**src/rtl/rle_pkg.sv**
```systemverilog
// Shared definitions for the RLE decoder: FSM states, pair field layout
// inside a compressed word, and output packing width.
package rle_pkg;

  localparam int BYTES_PER_WORD = 4;
  localparam int FILL_W         = 3;

  // Each compressed word carries two {byte, count} pairs, low pair first.
  localparam int PAIR0_CNT_LSB  = 0;
  localparam int PAIR0_BYTE_LSB = 8;
  localparam int PAIR1_CNT_LSB  = 16;
  localparam int PAIR1_BYTE_LSB = 24;

  typedef enum logic [2:0] {
    IDLE,
    RD_REQ,
    RD_WAIT,
    EXPAND,
    WRITE,
    FLUSH
  } state_t;

  function automatic logic [7:0] pair_byte(input logic [31:0] w, input logic sel);
    return sel ? w[PAIR1_BYTE_LSB +: 8] : w[PAIR0_BYTE_LSB +: 8];
  endfunction

  function automatic logic [7:0] pair_count(input logic [31:0] w, input logic sel);
    return sel ? w[PAIR1_CNT_LSB +: 8] : w[PAIR0_CNT_LSB +: 8];
  endfunction

endpackage

```
**src/rtl/rle_byte_packer.sv**
```systemverilog
// Accumulates bytes little-endian into a 32-bit word; unused upper bytes
// stay zero so a partial word can be written out as-is.
module rle_byte_packer
  import rle_pkg::*;
(
  input  logic              clk,
  input  logic              reset,
  input  logic              clear,
  input  logic              push,
  input  logic [7:0]        byte_val,
  output logic [31:0]       word,
  output logic [FILL_W-1:0] fill,
  output logic              full
);

  assign full = (fill == FILL_W'(BYTES_PER_WORD));

  // NOTE: sequential state uses non-blocking assignments so every register
  // samples pre-edge values, independent of statement order.
  always_ff @(posedge clk or posedge reset) begin
    if (reset) begin
      word <= '0;
      fill <= '0;
    end else if (clear) begin
      word <= '0;
      fill <= '0;
    end else if (push && !full) begin
      word[{fill[1:0], 3'b000} +: 8] <= byte_val;
      fill <= fill + 1'b1;
    end
  end

endmodule

```
**src/rtl/rle_decode.sv**
```systemverilog
// Run-length decoder: reads {byte,count} pair words from a dual-port SRAM
// port and writes the expanded byte stream back as packed 32-bit words.
module rle_decode
  import rle_pkg::*;
(
  input  logic        clk,
  input  logic        reset,
  input  logic        start,
  input  logic [31:0] rle_addr,
  input  logic [31:0] rle_size,
  input  logic [31:0] message_addr,
  output logic [31:0] message_size,
  output logic        done,
  output logic        port_A_clk,
  output logic [15:0] port_A_addr,
  output logic        port_A_we,
  output logic [31:0] port_A_data_in,
  input  logic [31:0] port_A_data_out
);

  state_t            state, state_nxt;
  logic [15:0]       rd_ptr, wr_ptr;
  logic [29:0]       words_left;
  logic [31:0]       cur_word;
  logic              pair_sel;
  logic [7:0]        cnt_left;

  logic              pack_clear, pack_push, pack_full;
  logic [31:0]       pack_word;
  logic [FILL_W-1:0] pack_fill;
  logic [7:0]        pack_byte;

  logic              empty_frame;
  logic              unused_bits;

  assign port_A_clk  = clk;
  assign empty_frame = (rle_size[31:2] == 30'd0);
  assign pack_byte   = pair_byte(cur_word, pair_sel);
  assign unused_bits = ^{rle_addr[31:16], rle_size[1:0], message_addr[31:16], pack_full};

  rle_byte_packer u_packer (
    .clk      (clk),
    .reset    (reset),
    .clear    (pack_clear),
    .push     (pack_push),
    .byte_val (pack_byte),
    .word     (pack_word),
    .fill     (pack_fill),
    .full     (pack_full)
  );

  // NOTE: every output of this block gets a default first, so no path
  // through the case statement can leave a signal unassigned and infer a latch.
  always_comb begin
    state_nxt      = state;
    port_A_addr    = '0;
    port_A_we      = 1'b0;
    port_A_data_in = '0;
    pack_clear     = 1'b0;
    pack_push      = 1'b0;
    unique case (state)
      IDLE: begin
        if (start) begin
          pack_clear = 1'b1;
          state_nxt  = empty_frame ? IDLE : RD_REQ;
        end
      end
      RD_REQ: begin
        port_A_addr = rd_ptr;
        state_nxt   = RD_WAIT;
      end
      RD_WAIT: state_nxt = EXPAND;
      EXPAND: begin
        if (cnt_left != 8'd0) begin
          pack_push = 1'b1;
          // The byte pushed now completes the word, so write it next cycle.
          if (pack_fill == FILL_W'(BYTES_PER_WORD - 1)) state_nxt = WRITE;
        end else if (pair_sel) begin
          state_nxt = (words_left != 30'd0) ? RD_REQ : FLUSH;
        end
      end
      WRITE: begin
        port_A_we      = 1'b1;
        port_A_addr    = wr_ptr;
        port_A_data_in = pack_word;
        pack_clear     = 1'b1;
        state_nxt      = EXPAND;
      end
      FLUSH: begin
        if (pack_fill != '0) begin
          port_A_we      = 1'b1;
          port_A_addr    = wr_ptr;
          port_A_data_in = pack_word;
        end
        pack_clear = 1'b1;
        state_nxt  = IDLE;
      end
      default: state_nxt = IDLE;
    endcase
  end

  always_ff @(posedge clk or posedge reset) begin
    if (reset) begin
      state        <= IDLE;
      rd_ptr       <= '0;
      wr_ptr       <= '0;
      words_left   <= '0;
      cur_word     <= '0;
      pair_sel     <= 1'b0;
      cnt_left     <= '0;
      message_size <= '0;
      done         <= 1'b0;
    end else begin
      state <= state_nxt;
      unique case (state)
        IDLE: begin
          if (start) begin
            rd_ptr       <= rle_addr[15:0];
            wr_ptr       <= message_addr[15:0];
            words_left   <= rle_size[31:2];
            message_size <= '0;
            pair_sel     <= 1'b0;
            cnt_left     <= '0;
            done         <= empty_frame;
          end
        end
        RD_WAIT: begin
          cur_word   <= port_A_data_out;
          pair_sel   <= 1'b0;
          cnt_left   <= pair_count(port_A_data_out, 1'b0);
          rd_ptr     <= rd_ptr + 16'd4;
          words_left <= words_left - 30'd1;
        end
        EXPAND: begin
          if (cnt_left != 8'd0) begin
            cnt_left     <= cnt_left - 8'd1;
            message_size <= message_size + 32'd1;
          end else if (!pair_sel) begin
            // Low pair exhausted (or zero-count padding): move to the high pair.
            pair_sel <= 1'b1;
            cnt_left <= pair_count(cur_word, 1'b1);
          end
        end
        WRITE: wr_ptr <= wr_ptr + 16'd4;
        FLUSH: begin
          if (pack_fill != '0) wr_ptr <= wr_ptr + 16'd4;
          done <= 1'b1;
        end
        default: ;
      endcase
    end
  end

endmodule

```
**config.mk**
```make
export PLATFORM = sky130hd
export DESIGN_NAME = rle_decode
export DESIGN_NICKNAME = d
export VERILOG_FILES = /design/src/rtl/rle_pkg.sv /design/src/rtl/rle_byte_packer.sv /design/src/rtl/rle_decode.sv
export SDC_FILE = /design/constraint.sdc
export NUM_CORES = 1
export LEC_CHECK = 0
export ABC_AREA = 1
export CAP_MARGIN = 20
export CORE_ASPECT_RATIO = 0.8
export CORE_MARGIN = 4
export CORE_UTILIZATION = 35
export CTS_BUF_LIST = sky130_fd_sc_hd__clkbuf_8
export DETAILED_ROUTE_END_ITERATION = 12
export PLACE_DENSITY = 0.59
export SETUP_SLACK_MARGIN = 0.5
export SLEW_MARGIN = 20
export SYNTH_ARGS = -nofsm -noshare
export SYNTH_HDL_FRONTEND = slang
export SYNTH_SLANG_ARGS = --single-unit
export TNS_END_PERCENT = 100
```
**constraint.sdc**
```tcl
create_clock -name clk -period 8.6 [get_ports clk]
set_clock_uncertainty 0.1 [all_clocks]
set_input_delay 1.29 -clock clk [delete_from_list [all_inputs] [get_ports clk]]
set_output_delay 1.29 -clock clk [all_outputs]
set_load 0.005 [all_outputs]
```
==> key figures, run 1 <==
Yosys
  – Mapped Nets: 1,713
  – Post-synth cell types: 42
  – Gate Count Post-Synth: 1,570
  – Synth Flop Type: dfrtp_1
  – Post-synth EDFFs: 0
  – Syn_area_per_cell: 6.682 µm²
  – Mux contribution to synthesized area: 0%
  – Ys async rst share: 100.0%
  – Post-Synth Simple-Gate Area: 36.05%
  – XOR/XNOR Fraction of Synth Area: 1.670%
  – Mapped Area: 10,490 µm²
  – Post-Synth Adder-Cell Area: 1.431%
  – Yosys reg bits: 166
  – Synth warn: 0
  – Seq/Total Area, Yosys: 39.59%
  – Largest family of logic cells by synthesized area: simple AND/OR/NAND/NOR gates
  – Complex-gate fraction of the synthesized area: 11.26%

Global routing
  – Met3 Use GR: 3.763%
  – GRT busiest layer: met2
  – First-pass GRT wire length: 52,620 µm
  – GR met2 Demand/Resource: 29.78%
  – Grt met1 use: 29.39%
  – Initial antenna violation count: 1
  – Tot GR Track Use: 19.79%
  – Vias in the first global route: 10,100
  – Total gr overflow: 0
  – Largest net degree at the start of global routing: 93

Power
  – Power Total: 3950 µW
  – Clk pwr share: 17.1%
  – Switching pwr: 1899 µW
  – Pint: 2051 µW
  – Worst vdd ir: 163.5 µV
  – Combinational power share: 50.9%
  – Net Sw Frac: 48.08%
  – Reg power frac: 32.0%
  – LEAKAGE: 0.005878 µW
  – Power per cell area: 302.4 nW/µm²

Routing
  – Via count of the routed design: 10,400
  – Routed length per instance: 15.31 µm
  – Remaining DRCs: 0
  – DR pass1 iterations: 5
  – Antenna viol nets, final: 0
  – Vias per cell: 4.912
  – Initial DRC Count: 550
  – Final WL: 32,410 µm

Final layout
  – Commonest non-fill, non-tap cell in the layout: nand2_1
  – Multi-input logic area: 5299 µm²
  – Finished Core Util: 44.38%
  – Filler Cell Count: 3,078
  – Sequential cell area: 4154 µm²
  – Share of cells above drive strength 1: 5.175%
  – Commonest non-fill, non-tap cells in the layout: 490 x nand2_1, 215 x nor2_1, 198 x inv_1
  – Area delta synth->final: 24.50%
  – Finished Layout Cells: 2,117
  – # nets final: 1,870

Timing
  – Setup TNS: 0 ns
  – Final Hold Fails: 0
  – Worst setup margin: 2.247 ns
  – Worst Tran Pin Value: 0.8916 ns
  – Final setup fails: 0
  – Slew headroom: 40.56%
  – Unrepaired setup endpoints after global routing: false
  – Slew Viols, Final: 0

Setup path
  – Max stage delay on crit path: 0.44 ns
  – Worst Path Required: 7.21 ns
  – Worst R2R Path Depth: 10
  – WS Path Type: clock port to output port
  – CP most frequent cell: clkbuf_8
  – Max Fanout on Critical Path: 2
  – Startpoint class of the critical path: clock port
  – Arr. time, crit path: 4.96 ns
  – Critical path's slowest cell: clkdlybuf4s50_1
  – CP Capture Type: output port
  – Crit-path cells: clkbuf_8 -> clkbuf_8 -> clkdlybuf4s50_1

Run
  – Max-Cap Viols: 0

CTS
  – Clk slew on worst S/H paths: 0.08 ns
  – Hold_buf cts: 0
  – CTS tree: built
  – Worst-Skew Late Latency: 0.58 ns
  – CTS-repair resized insts: 0
  – Postcts setup bufs: 0

Floorplan
  – Die area: 32,830 µm²
  – Die width: 201.6 µm
  – Ports: 214
  – Initial Utilization: 35.65%
  – Core area: 29,430 µm²
  – Site Rows: 56
  – Vert. Die Dim: 162.9 µm

Placement
  – Placer Congestion: 0.8862
  – HPWL after detailed placement: 23,390 µm
  – Setup WS pre-CTS: 2.496 ns
  – Buffers added on ports: 179
  – Cell count after placement: 2,080

Outcome
  – Status: complete, no violations

Hold path
  – Hold Path Depth: 2
  – Worst Hold Class: flop to flop
==> metrics by stage <==
stage,instance area (µm²),hold slack (ns)
global route,13060,0.4003
CTS,13000,0.3859
finish,13060,0.3838
global placement,12540,0.3579
floorplan,10490,0.3436
detailed placement,12540,0.3606
==> area by class of cell <==
cell class | count | share of cell area, %
Inverter | 208 | 6.016
Tap cell | 377 | 3.611
Sequential cell | 166 | 31.80
Clock inverter | 12 | 1.236
Timing Repair Buffer | 185 | 14.35
Multi-Input combinational cell | 1145 | 40.57
Antenna cell | 1 | 0.01916
Clock buffer | 23 | 2.395
==> layer usage <==
metal	part of all wire [%]	routed length, µm
met1	51	16510
met5	0.062	20
met4	1.0	337
met3	5.4	1762
met2	43	13790
==> cell usage after synthesis (13+ instances only) <==
| master | n | area, µm² |
|---|---|---|
| nand3_1 | 134 | 670.6 |
| inv_1 | 196 | 735.7 |
| buf_2 | 28 | 140.1 |
| nor2_1 | 215 | 807.0 |
| o21ai_0 | 108 | 540.5 |
| o22ai_1 | 23 | 143.9 |
| clkbuf_1 | 13 | 48.80 |
| nand2_1 | 491 | 1843 |
| nand4_1 | 18 | 112.6 |
| o211ai_1 | 16 | 120.1 |
| xor2_1 | 18 | 157.7 |
| a21oi_1 | 18 | 90.09 |
| dfrtp_1 | 166 | 4154 |
| o21ai_1 | 21 | 105.1 |
==> cell families (layout without fill, tap and decap cells) <==
logic type / Yosys count / after routing
flip-flops: 166 / 166
buffers and inverters: 259 / 428
AND/OR/NAND/NOR: 905 / 905
AO/OA/AOI/OAI: 208 / 208
XOR/XNOR: 20 / 20
adder cells (fa/ha/maj): 12 / 12
other: 0 / 1
==> worst max-delay path: cells and delay by family <==
kind                   cells  cell delay, ns
buffers and inverters      3            0.67
==> state kept, by name, summed over array words and instances, names as in the netlist <==
name / count
rd_ptr: 16
cur_word: 24
u_packer.word: 32
u_packer.fill: 3
cnt_left: 8
words_left: 30
pair_sel: 1
done: 1
message_size: 32
wr_ptr: 16
state: 3
==> power by group through the flow <==
stage	registers, µW	logic [µW]	clock network (µW)
global placement	1270	1960	9.79
CTS	1260	2000	700
detailed placement	1270	1990	9.79
finish	1270	2010	675
global route	1310	2290	726
floorplan	1210	1490	7.54
==> worst paths after layout <==
check | startpoint | end | slack [ns]
worst max-delay path | clk | port_A_clk | 2.25
worst min-delay path | cur_word[14] | cur_word[14] | 0.38
worst max register to register | state[1] | message_size[6] | 6.02
worst min register to register | cur_word[14] | cur_word[14] | 0.38
max in group asynchronous | reset | cur_word[26] | 5.98
min in group asynchronous | reset | cur_word[28] | 1.16
No activity file was read; power rests on OpenSTA's default activity.
==> run 2: changes to the inputs <==
Settings changed: PLACE_DENSITY 0.59 to 0.61.
Clock period 8.6 ns to 5.7 ns, I/O delays scaled along.
==> run 2 against run 1 <==
- critical path type unchanged
- count of clock-buffer cells in the layout fell by 1
- global-route usage rose by 0.18 points
- final area barely moved
==> key figures, run 2 (synthesis gave the netlist of run 1 again) <==
Outcome
  – Status: complete, no violations

Hold path
  – Hold Path Depth: 2
  – Worst Hold Class: flop to flop
  – HP Start: cur_word[12]

Routing
  – Final WL: 32,710 µm
  – Antenna viol nets, final: 0
  – Routed length per instance: 15.44 µm
  – DR pass1 iterations: 5
  – Vias per cell: 4.942
  – Initial DRC Count: 693
  – Via count of the routed design: 10,470
  – Remaining DRCs: 0

Setup path
  – Worst Path Required: 4.74 ns
  – Worst Setup EP: port_A_clk
  – Max Fanout on Critical Path: 2
  – CP Capture Type: output port
  – Worst flop-to-flop path endpoint: message_size[15]
  – Arr. time, crit path: 3.51 ns
  – R2R Setup Slk: 2.97 ns
  – Critical path launch point: clk
  – WS Path Type: clock port to output port
  – Worst R2R Path Depth: 10
  – R2r startpoint: state[1]
  – Startpoint class of the critical path: clock port

Timing
  – Slew headroom: 40.05%
  – Slew Viols, Final: 0
  – Final Hold Fails: 0
  – Unrepaired setup endpoints after global routing: false
  – Worst Tran Pin Value: 0.8980 ns
  – Setup TNS: 0 ns
  – Final setup fails: 0

Final layout
  – Commonest non-fill, non-tap cells in the layout: 490 x nand2_1, 215 x nor2_1, 196 x inv_1
  – Finished Core Util: 44.38%
  – Biggest regs: message_size: 32 flops, u_packer.word: 32 flops, words_left: 30 flops
  – N_diodes: 0
  – Share of cells above drive strength 1: 5.454%
  – Filler Cell Count: 3,129
  – Area delta synth->final: 24.47%
  – # nets final: 1,872
  – Commonest non-fill, non-tap cell in the layout: nand2_1

Global routing
  – Tot GR Track Use: 19.97%
  – Initial antenna violation count: 0
  – First-pass GRT wire length: 53,270 µm
  – Total gr overflow: 0
  – Largest net degree at the start of global routing: 167
  – Vias in the first global route: 10,090

Power
  – Power Total: 5949 µW
  – Power per cell area: 455.6 nW/µm²
  – LEAKAGE: 0.005865 µW
  – Worst vdd ir: 236.1 µV

Floorplan
  – Die width: 201.6 µm
  – Ports: 214
  – Vert. Die Dim: 162.9 µm
  – Site Rows: 56
  – Initial Utilization: 35.65%
  – Core area: 29,430 µm²
  – Die area: 32,830 µm²

CTS
  – Postcts setup bufs: 0
  – Worst-Skew Late Latency: 0.57 ns
  – Clk slew on worst S/H paths: 0.09 ns
  – CTS-repair resized insts: 0
  – CTS tree: built
  – Hold_buf cts: 0

Placement
  – Placer Congestion: 0.9110
  – HPWL after detailed placement: 23,770 µm
  – Buffers added on ports: 179

Run
  – Max-Cap Viols: 0
run 2: how the worst min path moves through the flow:
| stage | slack, ns | end |
|---|---|---|
| 2_1_floorplan | 0.34 | cur_word[10] |
| 3_3_place_gp | 0.36 | cur_word[11] |
| 3_5_place_dp | 0.36 | cur_word[11] |
| 4_1_cts | 0.39 | cur_word[16] |
| 5_1_grt | 0.41 | cur_word[24] |
| 6_report | 0.39 | cur_word[12] |
run 2: cell type report:
type | count | area (µm²) | share of cell area [%]
Tap cell | 377 | 471.7 | 3.612
Clock buffer | 22 | 299.0 | 2.290
Sequential cell | 166 | 4154 | 31.81
Multi-Input combinational cell | 1145 | 5299 | 40.58
Timing Repair Buffer | 187 | 1902 | 14.56
Clock inverter | 14 | 148.9 | 1.140
Inverter | 208 | 784.5 | 6.007
run 2: stage by stage:
stage / std cells / instance area, µm² / setup WS, ns / hold WS [ns]
final: 2119 / 13060 / 1.239 / 0.3881
after global routing: 2119 / 13060 / 1.055 / 0.4128
after CTS: 2117 / 13000 / 1.230 / 0.3927
after detailed placement: 2082 / 12570 / 1.481 / 0.3602
after global placement: 2082 / 12570 / 1.481 / 0.3578
after floorplan: 1570 / 10500 / 1.784 / 0.3436
run 2: critical path: stages:
cell and delay [ns]:
clkbuf_8 0.11, clkbuf_8 0.12, clkdlybuf4s50_1 0.43
run 2: metal layers:
layer	routed length (µm)	vias up	GRT usage [%]
met5	0	-	0
met2	14120	245	30.26
met3	1589	19	3.603
met1	16710	4919	29.87
li1	-	5289	-
met4	297	0	4.286
run 2: power breakdown:
| group | leakage [µW] | internal (µW) | switching, µW |
|---|---|---|---|
| Combinational | 0.00350 | 990 | 2070 |
| Clock | 0.000224 | 462 | 505 |
| Sequential | 0.00214 | 1570 | 353 |
==> run 3: changes to the inputs <==
Settings changed: PLACE_DENSITY 0.61 to 0.59.
Clock period 5.7 ns to 4.6 ns, I/O delays scaled along.
==> run 3 against run 2 <==
- final area about the same
- sequential share of layout area about the same
- total power increased by 22%
- global-route usage decreased by 0.17 points
- cell count about the same
- via count decreased by 0.38%
- first-iteration DRC count decreased by 16%
- worst hold slack got worse by 0.0046 ns
- die area unchanged
- non-clock buffer count increased by 2
- clock power increased by 22%
- critical path type is now flop to output port
- critical endpoint is now port_A_addr[7]
- highest routed layer unchanged
==> key figures, run 3 (synthesis gave the netlist of run 1 again) <==
Setup path
  – Startpoint class of the critical path: flop
  – CP Capture Type: output port
  – Worst Path Required: 3.81 ns
  – WS Path Type: flop to output port
  – Max Fanout on Critical Path: 14
  – Arr. time, crit path: 3.04 ns
  – Max stage delay on crit path: 0.62 ns
  – Crit-path cells: inv_1 -> ha_1 -> nand2_1 -> a21oi_4 -> buf_12 -> buf_4 -> o22ai_1 -> clkdlybuf4s50_1
  – Critical path's slowest cell: dfrtp_1

Routing
  – Final WL: 32,270 µm
  – Via count of the routed design: 10,430
  – Remaining DRCs: 0
  – Vias per cell: 4.918
  – Initial DRC Count: 583
  – Antenna viol nets, final: 0
  – DR pass1 iterations: 4
  – Routed length per instance: 15.21 µm

Power
  – Power per cell area: 557.5 nW/µm²
  – LEAKAGE: 0.005869 µW
  – Power Total: 7281 µW
  – Worst vdd ir: 244.2 µV

Run
  – Max-Cap Viols: 0

Placement
  – Post-DP Area: 12,570 µm²
  – HPWL after detailed placement: 23,350 µm
  – Placer Congestion: 0.9113
  – Buffers added on ports: 179

Timing
  – Final Hold Fails: 0
  – Worst Tran Pin Value: 0.9716 ns
  – Slew Viols, Final: 0
  – Final min period: 3.828 ns
  – Fmax: 0.2613 GHz
  – Setup TNS: 0 ns
  – Tcrit/Tclk final: 83.21%
  – Unrepaired setup endpoints after global routing: false
  – Final setup fails: 0
  – Slew headroom: 35.13%

Global routing
  – Vias in the first global route: 9,943
  – Total gr overflow: 0
  – First-pass GRT wire length: 52,760 µm
  – Tot GR Track Use: 19.80%
  – Largest net degree at the start of global routing: 167
  – Initial antenna violation count: 0

Final layout
  – Fin area: 13,060 µm²
  – Biggest regs: message_size: 32 flops, u_packer.word: 32 flops, words_left: 30 flops
  – Share of cells above drive strength 1: 5.505%
  – Commonest non-fill, non-tap cells in the layout: 490 x nand2_1, 215 x nor2_1, 197 x inv_1
  – # nets final: 1,874
  – Commonest non-fill, non-tap cell in the layout: nand2_1
  – Area delta synth->final: 24.50%
  – Filler Cell Count: 3,062
  – N_diodes: 0

CTS
  – CTS tree: built
  – Worst-Skew Late Latency: 0.58 ns
  – CTS-repair resized insts: 0
  – Clk slew on worst S/H paths: 0.09 ns

Floorplan
  – Initial Utilization: 35.65%
  – Core area: 29,430 µm²
  – Vert. Die Dim: 162.9 µm
  – Die area: 32,830 µm²
  – Site Rows: 56
  – Die width: 201.6 µm
  – Ports: 214

Hold path
  – Worst Hold Class: flop to flop

Outcome
  – Status: complete, no violations
-- run 3: cell types whose count changed in the layout (fill, tap and decap cells not counted), sizes merged --
cell      before  now
clkbuf        21   22
inv          213  211
clkinvlp       4    5
buf            9   11
-- run 3: final timing paths --
kind / start / endpoint / slack, ns / depth (start not counted)
worst max-delay path: u_packer.fill[0] / port_A_addr[7] / 0.77 / 8
worst min-delay path: cur_word[10] / cur_word[10] / 0.38 / 2
worst max register to register: state[2] / message_size[7] / 1.91 / 7
max in group asynchronous: reset / state[1] / 2.96 / 4
worst min register to register: cur_word[10] / cur_word[10] / 0.38 / 2
min in group asynchronous: reset / words_left[21] / 0.39 / 3
-- run 3: layer usage --
| metal | up-vias | track usage, % | part of all wire [%] |
|---|---|---|---|
| met5 | - | 0 | 0 |
| met4 | 0 | 5.000 | 1.1 |
| met3 | 23 | 3.424 | 4.9 |
| met2 | 262 | 29.40 | 43 |
| met1 | 4855 | 29.91 | 51 |
| li1 | 5292 | - | - |
-- run 3: layout make-up --
cell class	count	area, µm²	area share (%)
sequential	166	4154	31.80
inverter	208	784.5	6.006
clock buffer	23	312.8	2.395
timing repair buffer	189	1909	14.62
clock inverter	13	130.1	0.9963
tap	377	471.7	3.611
multi-input combinational	1145	5299	40.57
-- run 3: critical path, delay by kind of cell, from the launching register on --
| kind | cells | cell delay, ns |
|---|---|---|
| simple gates | 1 | 0.18 |
| fa+ha+maj | 1 | 0.35 |
| compound gates | 2 | 0.26 |
| flops | 1 | 0.62 |
| buf+inv | 4 | 1.06 |
-- run 3: power by group --
part | total, µW | leakage [µW] | internal (µW) | switching, µW
Sequential | 2370 | 0.00214 | 1940 | 426
Clock | 1180 | 0.000222 | 578 | 602
Combinational | 3730 | 0.00350 | 1210 | 2530
Total | 7280 | 0.00587 | 3730 | 3560
-- run 3: timing repair --
| item | 4_1_cts | 5_1_grt |
|---|---|---|
| hold buffers | 0 | 0 |
| setup buffers | 3 | 0 |
| setup endpoints to repair | 13 | 0 |
-- run 3: metrics by stage --
stage | instances | utilization (%) | setup slack, ns | hold slack [ns]
finish | 2121 | 44.38 | 0.7723 | 0.3835
global route | 2121 | 44.38 | 0.5549 | 0.3769
CTS | 2120 | 44.29 | 0.7335 | 0.3910
detailed placement | 2082 | 42.70 | 1.034 | 0.3652
global placement | 2082 | 42.70 | 1.057 | 0.3578
floorplan | 1570 | - | 1.399 | 0.3436
